===== src/rtl/riscv_pkg.sv =====
// Shared EduRISC-V definitions: datapath widths and the fetch-stage entry type.
package riscv_pkg;

    localparam int XLEN        = 32;
    localparam int ILEN        = 32;
    localparam int FETCH_DEPTH = 2;

    // One fetched instruction together with the address it came from.
    typedef struct packed {
        logic [ILEN-1:0] instr;
        logic [XLEN-1:0] pc;
    } fetch_entry_t;

endpackage


===== src/rtl/fetch_fifo.sv =====
// Two-entry in-order FIFO of fetch entries with a synchronous flush.
// Used both as the decode-facing instruction buffer and as the tag queue
// that remembers which PC each outstanding memory request belongs to.
module fetch_fifo
    import riscv_pkg::*;
(
    input  logic         clk,
    input  logic         rst_n,
    input  logic         flush,
    input  logic         push,
    input  logic         pop,
    input  fetch_entry_t din,
    output fetch_entry_t dout,
    output logic [1:0]   count
);

    fetch_entry_t entries [2];
    logic         rd_ptr;
    logic         wr_ptr;
    logic         do_pop;
    logic         do_push;

    // A pop on an empty FIFO is ignored; a push into a full FIFO is only
    // honoured when the head leaves in the same cycle.
    assign do_pop  = pop && (count != 2'd0);
    assign do_push = push && ((count != 2'd2) || do_pop);
    assign dout    = entries[rd_ptr];

    // Pointer and occupancy bookkeeping; flush empties the FIFO outright.
    always_ff @(posedge clk or negedge rst_n) begin
        if (!rst_n) begin
            rd_ptr <= 1'b0;
            wr_ptr <= 1'b0;
            count  <= 2'd0;
        end else if (flush) begin
            rd_ptr <= 1'b0;
            wr_ptr <= 1'b0;
            count  <= 2'd0;
        end else begin
            if (do_push) begin
                wr_ptr <= ~wr_ptr;
            end
            if (do_pop) begin
                rd_ptr <= ~rd_ptr;
            end
            count <= count + 2'(do_push) - 2'(do_pop);
        end
    end

    // Payload storage needs no reset because occupancy gates its visibility.
    always_ff @(posedge clk) begin
        if (do_push && !flush) begin
            entries[wr_ptr] <= din;
        end
    end

endmodule


===== src/rtl/fetch_unit.sv =====
// Instruction-fetch stage: owns the PC, issues requests to instruction
// memory under a two-slot credit, tags responses with their PC and hands
// {instr, pc} to decode. A redirect reloads the PC, flushes both queues and
// arranges for responses to requests still in flight to be thrown away.
module fetch_unit
    import riscv_pkg::*;
#(
    parameter logic [XLEN-1:0] RESET_PC = '0
) (
    input  logic            clk,
    input  logic            rst_n,
    input  logic            redirect_i,
    input  logic [XLEN-1:0] next_pc_i,
    output logic            imem_req_valid_o,
    input  logic            imem_req_ready_i,
    output logic [XLEN-1:0] imem_addr_o,
    input  logic            imem_rsp_valid_i,
    input  logic [ILEN-1:0] imem_rsp_data_i,
    output logic            id_valid_o,
    input  logic            id_ready_i,
    output logic [ILEN-1:0] id_instr_o,
    output logic [XLEN-1:0] id_pc_o,
    output logic [XLEN-1:0] pc_plus4_o
);

    logic [XLEN-1:0] pc;
    logic [1:0]      outstanding;
    logic [1:0]      drop_cnt;
    logic [2:0]      credit_used;
    logic            req_fire;
    logic            rsp_keep;

    fetch_entry_t    buf_din;
    fetch_entry_t    buf_dout;
    logic [1:0]      buf_count;
    logic            buf_pop;

    fetch_entry_t    pcq_din;
    fetch_entry_t    pcq_dout;
    logic [1:0]      pcq_count;
    logic            unused_pcq;

    // Every slot is spoken for by a request in flight, a buffered
    // instruction, or a stale response still to be swallowed.
    assign credit_used      = {1'b0, outstanding} + {1'b0, buf_count} + {1'b0, drop_cnt};
    assign imem_req_valid_o = !redirect_i && (credit_used < 3'(FETCH_DEPTH));
    assign req_fire         = imem_req_valid_o && imem_req_ready_i;
    assign imem_addr_o      = pc;
    assign pc_plus4_o       = pc + XLEN'(4);

    // A response is kept only when it is not owed to an earlier redirect
    // and no redirect is happening right now.
    assign rsp_keep = imem_rsp_valid_i && (drop_cnt == 2'd0) && !redirect_i;

    assign pcq_din.instr = '0;
    assign pcq_din.pc    = pc;
    assign buf_din.instr = imem_rsp_data_i;
    assign buf_din.pc    = pcq_dout.pc;
    assign buf_pop       = id_valid_o && id_ready_i;

    assign id_valid_o = (buf_count != 2'd0);
    assign id_instr_o = buf_dout.instr;
    assign id_pc_o    = buf_dout.pc;

    // The PC queue never carries instruction bits and its depth is implied
    // by the outstanding count, so those outputs are deliberately ignored.
    assign unused_pcq = ^{pcq_dout.instr, pcq_count};

    fetch_fifo u_pc_queue (
        .clk   (clk),
        .rst_n (rst_n),
        .flush (redirect_i),
        .push  (req_fire),
        .pop   (rsp_keep),
        .din   (pcq_din),
        .dout  (pcq_dout),
        .count (pcq_count)
    );

    fetch_fifo u_resp_buf (
        .clk   (clk),
        .rst_n (rst_n),
        .flush (redirect_i),
        .push  (rsp_keep),
        .pop   (buf_pop),
        .din   (buf_din),
        .dout  (buf_dout),
        .count (buf_count)
    );

    // PC register: redirect wins, otherwise advance on each accepted request.
    always_ff @(posedge clk or negedge rst_n) begin
        if (!rst_n) begin
            pc <= RESET_PC;
        end else if (redirect_i) begin
            pc <= next_pc_i;
        end else if (req_fire) begin
            pc <= pc + XLEN'(4);
        end
    end

    // In-flight and to-be-dropped counts; on redirect every request not
    // answered this cycle becomes a response to discard.
    always_ff @(posedge clk or negedge rst_n) begin
        if (!rst_n) begin
            outstanding <= 2'd0;
            drop_cnt    <= 2'd0;
        end else if (redirect_i) begin
            outstanding <= outstanding - 2'(imem_rsp_valid_i);
            drop_cnt    <= outstanding - 2'(imem_rsp_valid_i);
        end else begin
            outstanding <= outstanding + 2'(req_fire) - 2'(imem_rsp_valid_i);
            if (imem_rsp_valid_i && (drop_cnt != 2'd0)) begin
                drop_cnt <= drop_cnt - 2'd1;
            end
        end
    end

endmodule


===== config.mk =====
export PLATFORM = sky130hd
export DESIGN_NAME = fetch_unit
export DESIGN_NICKNAME = d
export VERILOG_FILES = /design/src/rtl/riscv_pkg.sv /design/src/rtl/fetch_fifo.sv /design/src/rtl/fetch_unit.sv
export SDC_FILE = /design/constraint.sdc
export NUM_CORES = 1
export LEC_CHECK = 0
export ABC_CLOCK_PERIOD_IN_PS = 6900
export BUFFER_PORTS_ARGS = -buffer_cell sky130_fd_sc_hd__buf_2
export CAP_MARGIN = 20
export CORE_MARGIN = 1
export CORE_UTILIZATION = 38
export CTS_BUF_LIST = sky130_fd_sc_hd__clkbuf_8
export DETAILED_ROUTE_END_ITERATION = 10
export PLACE_DENSITY_LB_ADDON = 0.12
export SYNTH_ARGS = -nofsm -noshare
export SYNTH_HDL_FRONTEND = slang
export SYNTH_SLANG_ARGS = --single-unit

===== constraint.sdc =====
create_clock -name clk -period 6.9 [get_ports clk]
set_clock_uncertainty 0.15 [all_clocks]
set_input_delay 1.38 -clock clk [delete_from_list [all_inputs] [get_ports clk]]
set_output_delay 1.38 -clock clk [all_outputs]
set_load 0.01 [all_outputs]

# Yosys cells after proc, flatten, opt, wreduce, memory -nomap -nowiden

Memories as Yosys holds them, arrays and structs flattened.
Index checks and enable logic that the tools add are counted.

Flip-flop bits (word level): 44
RAM bits: 192
Input port bits: 70
Output and inout port bits: 130
Word-level logic and storage cells: 73
Memories kept: 2

Memory list:

| name               | depth | width | rd ports | clocked after Yosys merged registers in | wr ports | line             | text |
|---|---|---|---|---|---|---|---|
| u_resp_buf.entries | 2     | 64    | 1        | 0                                       | 1        | fetch_fifo.sv:17 | `fetch_entry_t entries [2];` |
| u_pc_queue.entries | 2     | 32    | 1        | 0                                       | 1        | fetch_fifo.sv:17 |  |

Add/subtract/negate cells: 11
$lt $le $gt $ge: 1
Equal/unequal tests: 2
Multiplexer cells: 19
Bitwise gates (word level): 4
Reduce and logical (&&, ||, !) cells: 25

Operators by type and width:

| operator                                                   | count |
|---|---|
| 2-to-1 mux 32 bit                                          | 2 |
| adder 32 x 3 -> 32 bit, second input constant              | 1 |
| nonzero test 2 bit                                         | 9 |
| logical AND 1 bit                                          | 12 |
| 2-to-1 mux 1 bit                                           | 12 |
| 2-to-1 mux 2 bit                                           | 5 |
| subtractor 2 x 1 -> 2 bit                                  | 4 |
| adder 2 x 1 -> 2 bit                                       | 3 |
| != test 2 bit, second input constant                       | 2 |
| inverter 1 bit                                             | 4 |
| adder 2 x 2 -> 3 bit                                       | 1 |
| adder 3 x 2 -> 3 bit                                       | 1 |
| less-than comparator 3 x 2 -> 1 bit, second input constant | 1 |
| logical NOT 2 bit                                          | 1 |
| logical OR 1 bit                                           | 2 |
| subtractor 2 x 1 -> 2 bit, second input constant           | 1 |
| logical NOT 1 bit                                          | 1 |

# Logic depth before layout (Yosys ltp)

Gate-level depths: netlist of the first run.

Word-level depth: 9
Depth in mapped cells: 14
Gate-level depth less buffers: 13

# Cells and area by module

A second synthesis of the first run with hierarchy kept.

Cells, all modules: 745
Area total of the unflattened synthesis: 12602.1 um^2

Modules (own cells, without submodules):

| module                   | times used | cells an instance | area each (um^2) | sequential area each (um^2) |
|---|---|---|---|---|
| fetch_fifo at u_resp_buf | 1          | 220               | 5061.1           | 3943.8 |
| fetch_fifo at u_pc_queue | 1          | 220               | 4870.9           | 3943.8 |
| fetch_unit               | 1          | 305               | 2670.1           | 900.9 |

# Worst setup path before layout of the first run

No wires, ideal clock.

Path type: input-to-reg
From: input port redirect_i
To: memory u_resp_buf.entries[0][0] (netlist name), enable pin
Library setup time: 0.495 ns
Arrival: 4.917 ns
Required time: 6.255 ns
Path slack: 1.338 ns
Cell stages on the path: 4
Path buffers: 1
Cell sequence: buf_2 nand3b_1 a21oi_1 nor2b_1

Word-level cells in the longest chain between the ends: 6

RTL lines:

| item                                       | line                               | text |
|---|---|---|
| start: declaration                         | fetch_unit.sv:12                   | `input logic redirect_i,` |
| logical NOT 1 bit (*)                      | fetch_fifo.sv:52, fetch_unit.sv:53 |  |
| logical AND 1 bit                          | fetch_unit.sv:53                   | `assign rsp_keep = imem_rsp_valid_i && (drop_cnt == 2'd0) && !redirect_i;` |
| logical AND 1 bit                          | fetch_fifo.sv:26                   | `assign do_push = push && ((count != 2'd2) \|\| do_pop);` |
| logical AND 1 bit (*)                      | fetch_fifo.sv:52                   | `if (do_push && !flush) begin` |
| 2-to-1 mux 1 bit (*)                       | fetch_fifo.sv:52                   |  |
| 2-to-1 mux 1 bit (implied by the code) (*) | fetch_fifo.sv:53                   | `entries[wr_ptr] <= din;` |
| end: declaration                           | fetch_fifo.sv:17                   |  |

Every way passes the cells marked *; elsewhere a longest branch is shown, timed or not.

# Worst setup path after layout of the first run

From: register pc[11] (netlist: imem_addr_o[11])
To: output port pc_plus4_o[28]

Word-level cells in the longest chain between the ends: 1

RTL lines:

| item                     | line             | text |
|---|---|---|
| start: declaration       | fetch_unit.sv:26 | `logic [XLEN-1:0] pc;` |
| start signal: assignment | fetch_unit.sv:96 | `pc <= next_pc_i;` |
| start signal: assignment | fetch_unit.sv:98 | `pc <= pc + XLEN'(4);` |
| adder 32 x 3 -> 32 bit   | fetch_unit.sv:49 | `assign pc_plus4_o = pc + XLEN'(4);` |
| end: declaration         | fetch_unit.sv:23 | `output logic [XLEN-1:0] pc_plus4_o` |

No other way between the ends.

==> impl_metrics.env, run 1 <==
export IMPL_hold_path_class="reg2reg"
export IMPL_power_mw=4.552
export IMPL_met3WireLength_um=1392
export IMPL_hold_end="u_pc_queue.entries[1][1]"
export IMPL_drive_above_1_share_pct=41.89
export IMPL_ctsHoldBuffers=0
export IMPL_tightest_slew_ps=1043
export IMPL_highest_layer="met4"
export IMPL_num_antenna_cells=0
export IMPL_die_w_um=163.9
export IMPL_status="finished, final reports clean"
export IMPL_syn_num_nets=713
export IMPL_vias_per_cell=5.028
export IMPL_yosys_top_cells_count="edfxtp_1, mux2_2, dfrtp_1"
export IMPL_ant_nets=0
export IMPL_dieArea_sq_mm=0.02685
export IMPL_ctsRootBufferMaster="clkbuf_8"
export IMPL_cts_buffer_depth=3
export IMPL_rsz0062_at_grt="no"
export IMPL_yosysSeqAreaShare_pct=68.97
export IMPL_ios=200
export IMPL_critical_path_class="reg2out"
export IMPL_cts_sink_count=236
export IMPL_finalSetupTns_ps=0
export IMPL_irDropWorstVdd_mv=0.2837
export IMPL_placed_area_sq_mm=0.01126
export IMPL_stdcell_area_sq_mm=0.01197
export IMPL_hp_start="imem_addr_o[1]"
export IMPL_antenna_found_initial=0
export IMPL_cts_buffers=41
export IMPL_drtIter0Drc=281
export IMPL_core_sq_mm=0.02547
export IMPL_port_buffers=199
export IMPL_grt_pass1_wl_um=34620
export IMPL_drc_errors=0
export IMPL_synthDominantCellAreaShare_pct=57.91
export IMPL_met2_length_um=10940
export IMPL_fin_nets=927
export IMPL_ys_ff_latch=236
export IMPL_reg2reg_to="u_pc_queue.entries[0][9]"
export IMPL_ys_warn_count=0
export IMPL_regArea_sq_mm=0.006872
export IMPL_crit_required_ps=5370
export IMPL_dr_pass1_iters=5
export IMPL_netlist_instances=631
export IMPL_async_flop_share_pct=18.64
export IMPL_cts_tree="yes"
export IMPL_num_fill_cells=2310
export IMPL_area_growth_pct=20.26
export IMPL_cts_resized=0
export IMPL_post_route_period_util_pct=61.37
export IMPL_wl_um=22600
export IMPL_cp_max_fo=11
export IMPL_synth_most_common_cell="edfxtp_1"
export IMPL_finalMaxSlewViolations=0
export IMPL_arrival_ps=2700
export IMPL_synth_cell_types=53
export IMPL_clock_fmax_ghz=0.2362
export IMPL_post_cts_buffers=0
export IMPL_multi_input_area_sq_mm=0.002869
export IMPL_place_gp_congestion=0.7508
export IMPL_fin_crit_ps=4234
export IMPL_slew_headroom_pct=30.34
export IMPL_finalSetupViolations=0
export IMPL_grtUsageTotal_pct=17.02
export IMPL_clk_insertion_delay_late_ps=520
export IMPL_hold_depth=0
export IMPL_synth_edf_count=192
export IMPL_reg2reg_slack_ps=3120
export IMPL_power_leakage_nw=4.616
export IMPL_synthesis_area_sq_mm=0.009956
export IMPL_start_kind="register"
export IMPL_cts_max_level=2
export IMPL_synth_top_cells_by_area="edfxtp_1, mux2_2, dfrtp_1"
export IMPL_cts_clk_slew_worst_paths_ps=60
export IMPL_grt_remaining_overflow=0
export IMPL_p_per_area_mw_per_mm2=380.2
export IMPL_row_count=58
export IMPL_dpl_hpwl_um=14540
export IMPL_synth_area_per_cell_sq_um=15.78
export IMPL_wirelength_met1_um=9871
export IMPL_grt_max_degree=66
export IMPL_cap_violations=0
export IMPL_hold_viol_final=0
export IMPL_yosysTopAreaCell="edfxtp_1"
export IMPL_grt_pass1_vias=6126
export IMPL_rr_worst_depth=9
export IMPL_crit_path_end_kind="primary output"
export IMPL_die_h_um=163.9
export IMPL_via_count=6064
export IMPL_start_util_pct=39.09
export IMPL_wl_per_cell_um=18.74
export IMPL_rr_startpoint="outstanding[1]"
export IMPL_synthFlopType="edfxtp_1"
-- layer usage --
layer,global-route usage [%],vias to the layer above
met3,3.434,38
met4,4.882,0
met1,22.52,2965
met2,28.31,233
li1,-,2828
met5,0,-
-- worst max-delay path by stage --
stage	startpoint	endpoint	slack [ps]	cells after the start
final	imem_addr_o[11]	pc_plus4_o[28]	2670	5
after global routing	imem_addr_o[4]	pc_plus4_o[31]	2380	5
after CTS	imem_addr_o[11]	pc_plus4_o[30]	2660	5
after detailed placement	redirect_i	u_resp_buf.entries[0][31]	2690	5
after global placement	redirect_i	u_resp_buf.entries[0][40]	2790	5
after floorplan	redirect_i	u_resp_buf.entries[0][0]	1340	4
-- cells by family (layout without fill, tap and decap cells) --
| group | count (synthesis) | count (layout) | share of synthesized area (%) |
|---|---|---|---|
| AND/OR/NAND/NOR | 124 | 124 | 7.352 |
| XOR/XNOR | 39 | 39 | 3.431 |
| adder cells (fa/ha/maj) | 12 | 12 | 1.583 |
| multiplexers | 101 | 101 | 11.39 |
| flip-flops | 236 | 236 | 68.97 |
| buffers and inverters | 51 | 296 | 2.400 |
| AO/OA/AOI/OAI | 68 | 68 | 4.876 |
-- critical path, cell delays in order (launching register included) --
cell and delay (ps):
dfrtp_1 610, nand4_4 210, nor2_1 630, nand4_1 340, xnor2_1 230, buf_2 160
-- cells in the final DEF, fill, tap and decap left out, types with 7 or more instances in the layout --
cell type,instances
nand4_1,9
dfrtp_1,42
o21ai_0,23
nand3_1,24
xor2_1,7
edfxtp_1,192
ha_1,11
inv_1,34
buf_2,199
a22oi_1,7
mux2_2,98
clkbuf_8,43
clkinv_1,10
nor3_1,7
nor2_1,16
xnor2_1,32
nand2_1,25
a221o_1,10
-- sequential cells by signal, summed over array words and instances, names as in the netlist --
name and cells:
u_resp_buf.entries 128, u_pc_queue.entries 64, imem_addr_o 32, drop_cnt 2
outstanding 2, u_pc_queue.count 2, u_resp_buf.count 2, u_pc_queue.rd_ptr 1
u_pc_queue.wr_ptr 1, u_resp_buf.rd_ptr 1, u_resp_buf.wr_ptr 1
-- power breakdown --
part	internal (mW)	leakage (nW)	total, mW	switching (mW)
clock network	0.573	0.429	1.10	0.528
registers	1.86	2.28	2.15	0.292
logic	0.593	1.91	1.30	0.705
total	3.03	4.62	4.55	1.53
-- final cells by class --
cell class | count | share of cell area [%]
Sequential cell | 236 | 57.39
Tap cell | 330 | 3.449
Clock inverter | 31 | 1.024
Timing Repair Buffer | 205 | 8.695
Multi-Input combinational cell | 344 | 23.96
Clock buffer | 43 | 4.943
Inverter | 17 | 0.5330
-- stage by stage --
stage	cells	util, %	setup slack, ps	hold slack [ps]
floorplan	631	-	1338	365.9
global placement	1132	44.20	2795	364.6
detailed placement	1132	44.20	2694	397.2
CTS	1206	47.00	2656	398.1
global route	1206	47.00	2382	413.7
finish	1206	47.00	2666	394.4
Power figures use the tool's default switching activity.
==> run 2: changes to the inputs <==
- ABC_CLOCK_PERIOD_IN_PS: 6900 -> 4450
- clock period: 6.9 -> 4.45 ns (I/O delays scaled with it)
==> run 2 against run 1 <==
  * Clock-buffer cell count is 5 higher
  * Worst setup slack worse by 2000 ps
  * Hold slack worse by 120 ps
  * Via count is 0.84% higher
==> impl_metrics.env, run 2 (same netlist as run 1, synthesis figures left out) <==
export IMPL_status="finished, final reports clean"
export IMPL_post_route_period_util_pct=84.45
export IMPL_dpl_hpwl_um=15200
export IMPL_area_growth_pct=21.31
export IMPL_seq_power_share_pct=46.1
export IMPL_cp_max_fo=14
export IMPL_grt_remaining_overflow=0
export IMPL_drc_errors=0
export IMPL_largest_reg_flops=128
export IMPL_arrival_ps=2720
export IMPL_met3WireLength_um=1606
export IMPL_die_h_um=163.9
export IMPL_vias_per_cell=5.050
export IMPL_dr_pass1_iters=4
export IMPL_cts_buffers=41
export IMPL_power_leakage_nw=4.649
export IMPL_row_count=58
export IMPL_grt_pass1_wl_um=35260
export IMPL_path_cells="nand3_1 > nor3_4 > nand4_1 > xnor2_1 > buf_2"
export IMPL_met2_length_um=11340
export IMPL_irDropWorstVdd_mv=0.3391
export IMPL_ios=200
export IMPL_grt_max_degree=66
export IMPL_p_per_area_mw_per_mm2=597.9
export IMPL_core_sq_mm=0.02547
export IMPL_cap_violations=0
export IMPL_slew_headroom_pct=38.47
export IMPL_die_w_um=163.9
export IMPL_slowest_delay_ps=590
export IMPL_wl_um=23310
export IMPL_grt_pass1_vias=6360
export IMPL_cts_clk_slew_worst_paths_ps=60
export IMPL_ctsHoldBuffers=0
export IMPL_whs_ps=275.1
export IMPL_cts_buffer_depth=3
export IMPL_finalSetupTns_ps=0
export IMPL_p_int_mw=4.800
export IMPL_cts_tree="yes"
export IMPL_tightest_slew_ps=922.9
export IMPL_fin_nets=930
export IMPL_start_kind="register"
export IMPL_cp_slowest_cell="nor3_4"
export IMPL_clk_insertion_delay_late_ps=540
export IMPL_critical_path_class="reg2out"
export IMPL_highest_layer="met4"
export IMPL_p_sw_share_pct=33.53
export IMPL_ant_nets=0
export IMPL_wl_per_cell_um=19.25
export IMPL_ctsRootBufferMaster="clkbuf_8"
export IMPL_grtUsageTotal_pct=17.28
export IMPL_multi_input_area_sq_mm=0.002869
export IMPL_cts_sink_count=236
export IMPL_comb_power_share_pct=28.7
export IMPL_start_util_pct=39.09
export IMPL_drtIter0Drc=280
export IMPL_place_gp_congestion=0.8078
export IMPL_post_cts_buffers=0
export IMPL_p_switching_mw=2.422
export IMPL_final_common_cell="buf_2"
export IMPL_crit_path_end_kind="primary output"
export IMPL_num_fill_cells=2279
export IMPL_regArea_sq_mm=0.006872
export IMPL_cts_max_level=2
export IMPL_dieArea_sq_mm=0.02685
export IMPL_finalSetupViolations=0
export IMPL_crit_required_ps=3410
export IMPL_clock_fmax_ghz=0.2661
export IMPL_via_count=6115
export IMPL_port_buffers=199
export IMPL_antenna_found_initial=0
export IMPL_top_register="u_resp_buf.entries"
export IMPL_rsz0062_at_grt="no"
export IMPL_wirelength_met1_um=9853
export IMPL_hold_viol_final=0
export IMPL_layout_common_cells="buf_2, edfxtp_1, mux2_2, clkbuf_8, dfrtp_1"
export IMPL_num_antenna_cells=0
export IMPL_power_frac_clock_pct=25.2
export IMPL_finalMaxSlewViolations=0
export IMPL_cts_resized=0
export IMPL_hold_path_class="in2async"
export IMPL_fin_crit_ps=3758
export IMPL_drive_above_1_share_pct=42.57
-- run 2: power by group through the flow --
stage / Clock (mW) / Combinational [mW] / Sequential, mW
floorplan: 0 / 1.39 / 3.19
global placement: 0 / 2.07 / 3.35
detailed placement: 0 / 2.09 / 3.38
CTS: 1.88 / 2.11 / 3.34
global route: 1.97 / 2.26 / 3.40
finish: 1.82 / 2.07 / 3.33
-- run 2: layer usage --
metal / vias to the layer above / track usage [%]
met5: - / 0
met4: 0 / 5.976
met3: 44 / 4.242
met2: 211 / 28.56
met1: 3021 / 22.12
li1: 2839 / -
-- run 2: area by class of cell --
type	instances	share of cell area, %
sequential	236	56.89
clock buffer	48	5.470
clock inverter	28	0.9220
timing repair buffer	208	9.013
tap	330	3.419
multi-input combinational	344	23.75
inverter	17	0.5283
-- run 2: metrics by stage --
stage	cells	power, mW	util, %	cell area (sq um)	worst slack (ps)
after CTS	1211	7.329	47.42	12080	605.7
after detailed placement	1135	5.470	44.39	11310	1090
after global placement	1135	5.414	44.39	11310	1195
after floorplan	631	4.583	-	9958	94.22
after global routing	1211	7.635	47.42	12080	453.6
final	1211	7.222	47.42	12080	692.1
-- run 2: final timing paths --
path / start / endpoint / slack, ps / depth (start not counted)
setup / recovery: imem_addr_o[4] / pc_plus4_o[31] / 690 / 5
hold / removal: rst_n / imem_addr_o[19] / 280 / 1
setup reg to reg: outstanding[1] / outstanding[1] / 1100 / 13
hold reg to reg: imem_addr_o[0] / u_pc_queue.entries[1][0] / 390 / 0
max in group asynchronous: rst_n / imem_addr_o[3] / 3140 / 2
min in group clk: imem_addr_o[0] / u_pc_queue.entries[1][0] / 390 / 0
-- run 2: critical path: cells and delay by family, from the launching register on --
kind          cells  cell delay, ps
xor+xnor          1             250
buf+inv           1             180
flops             1             570
simple gates      3            1190
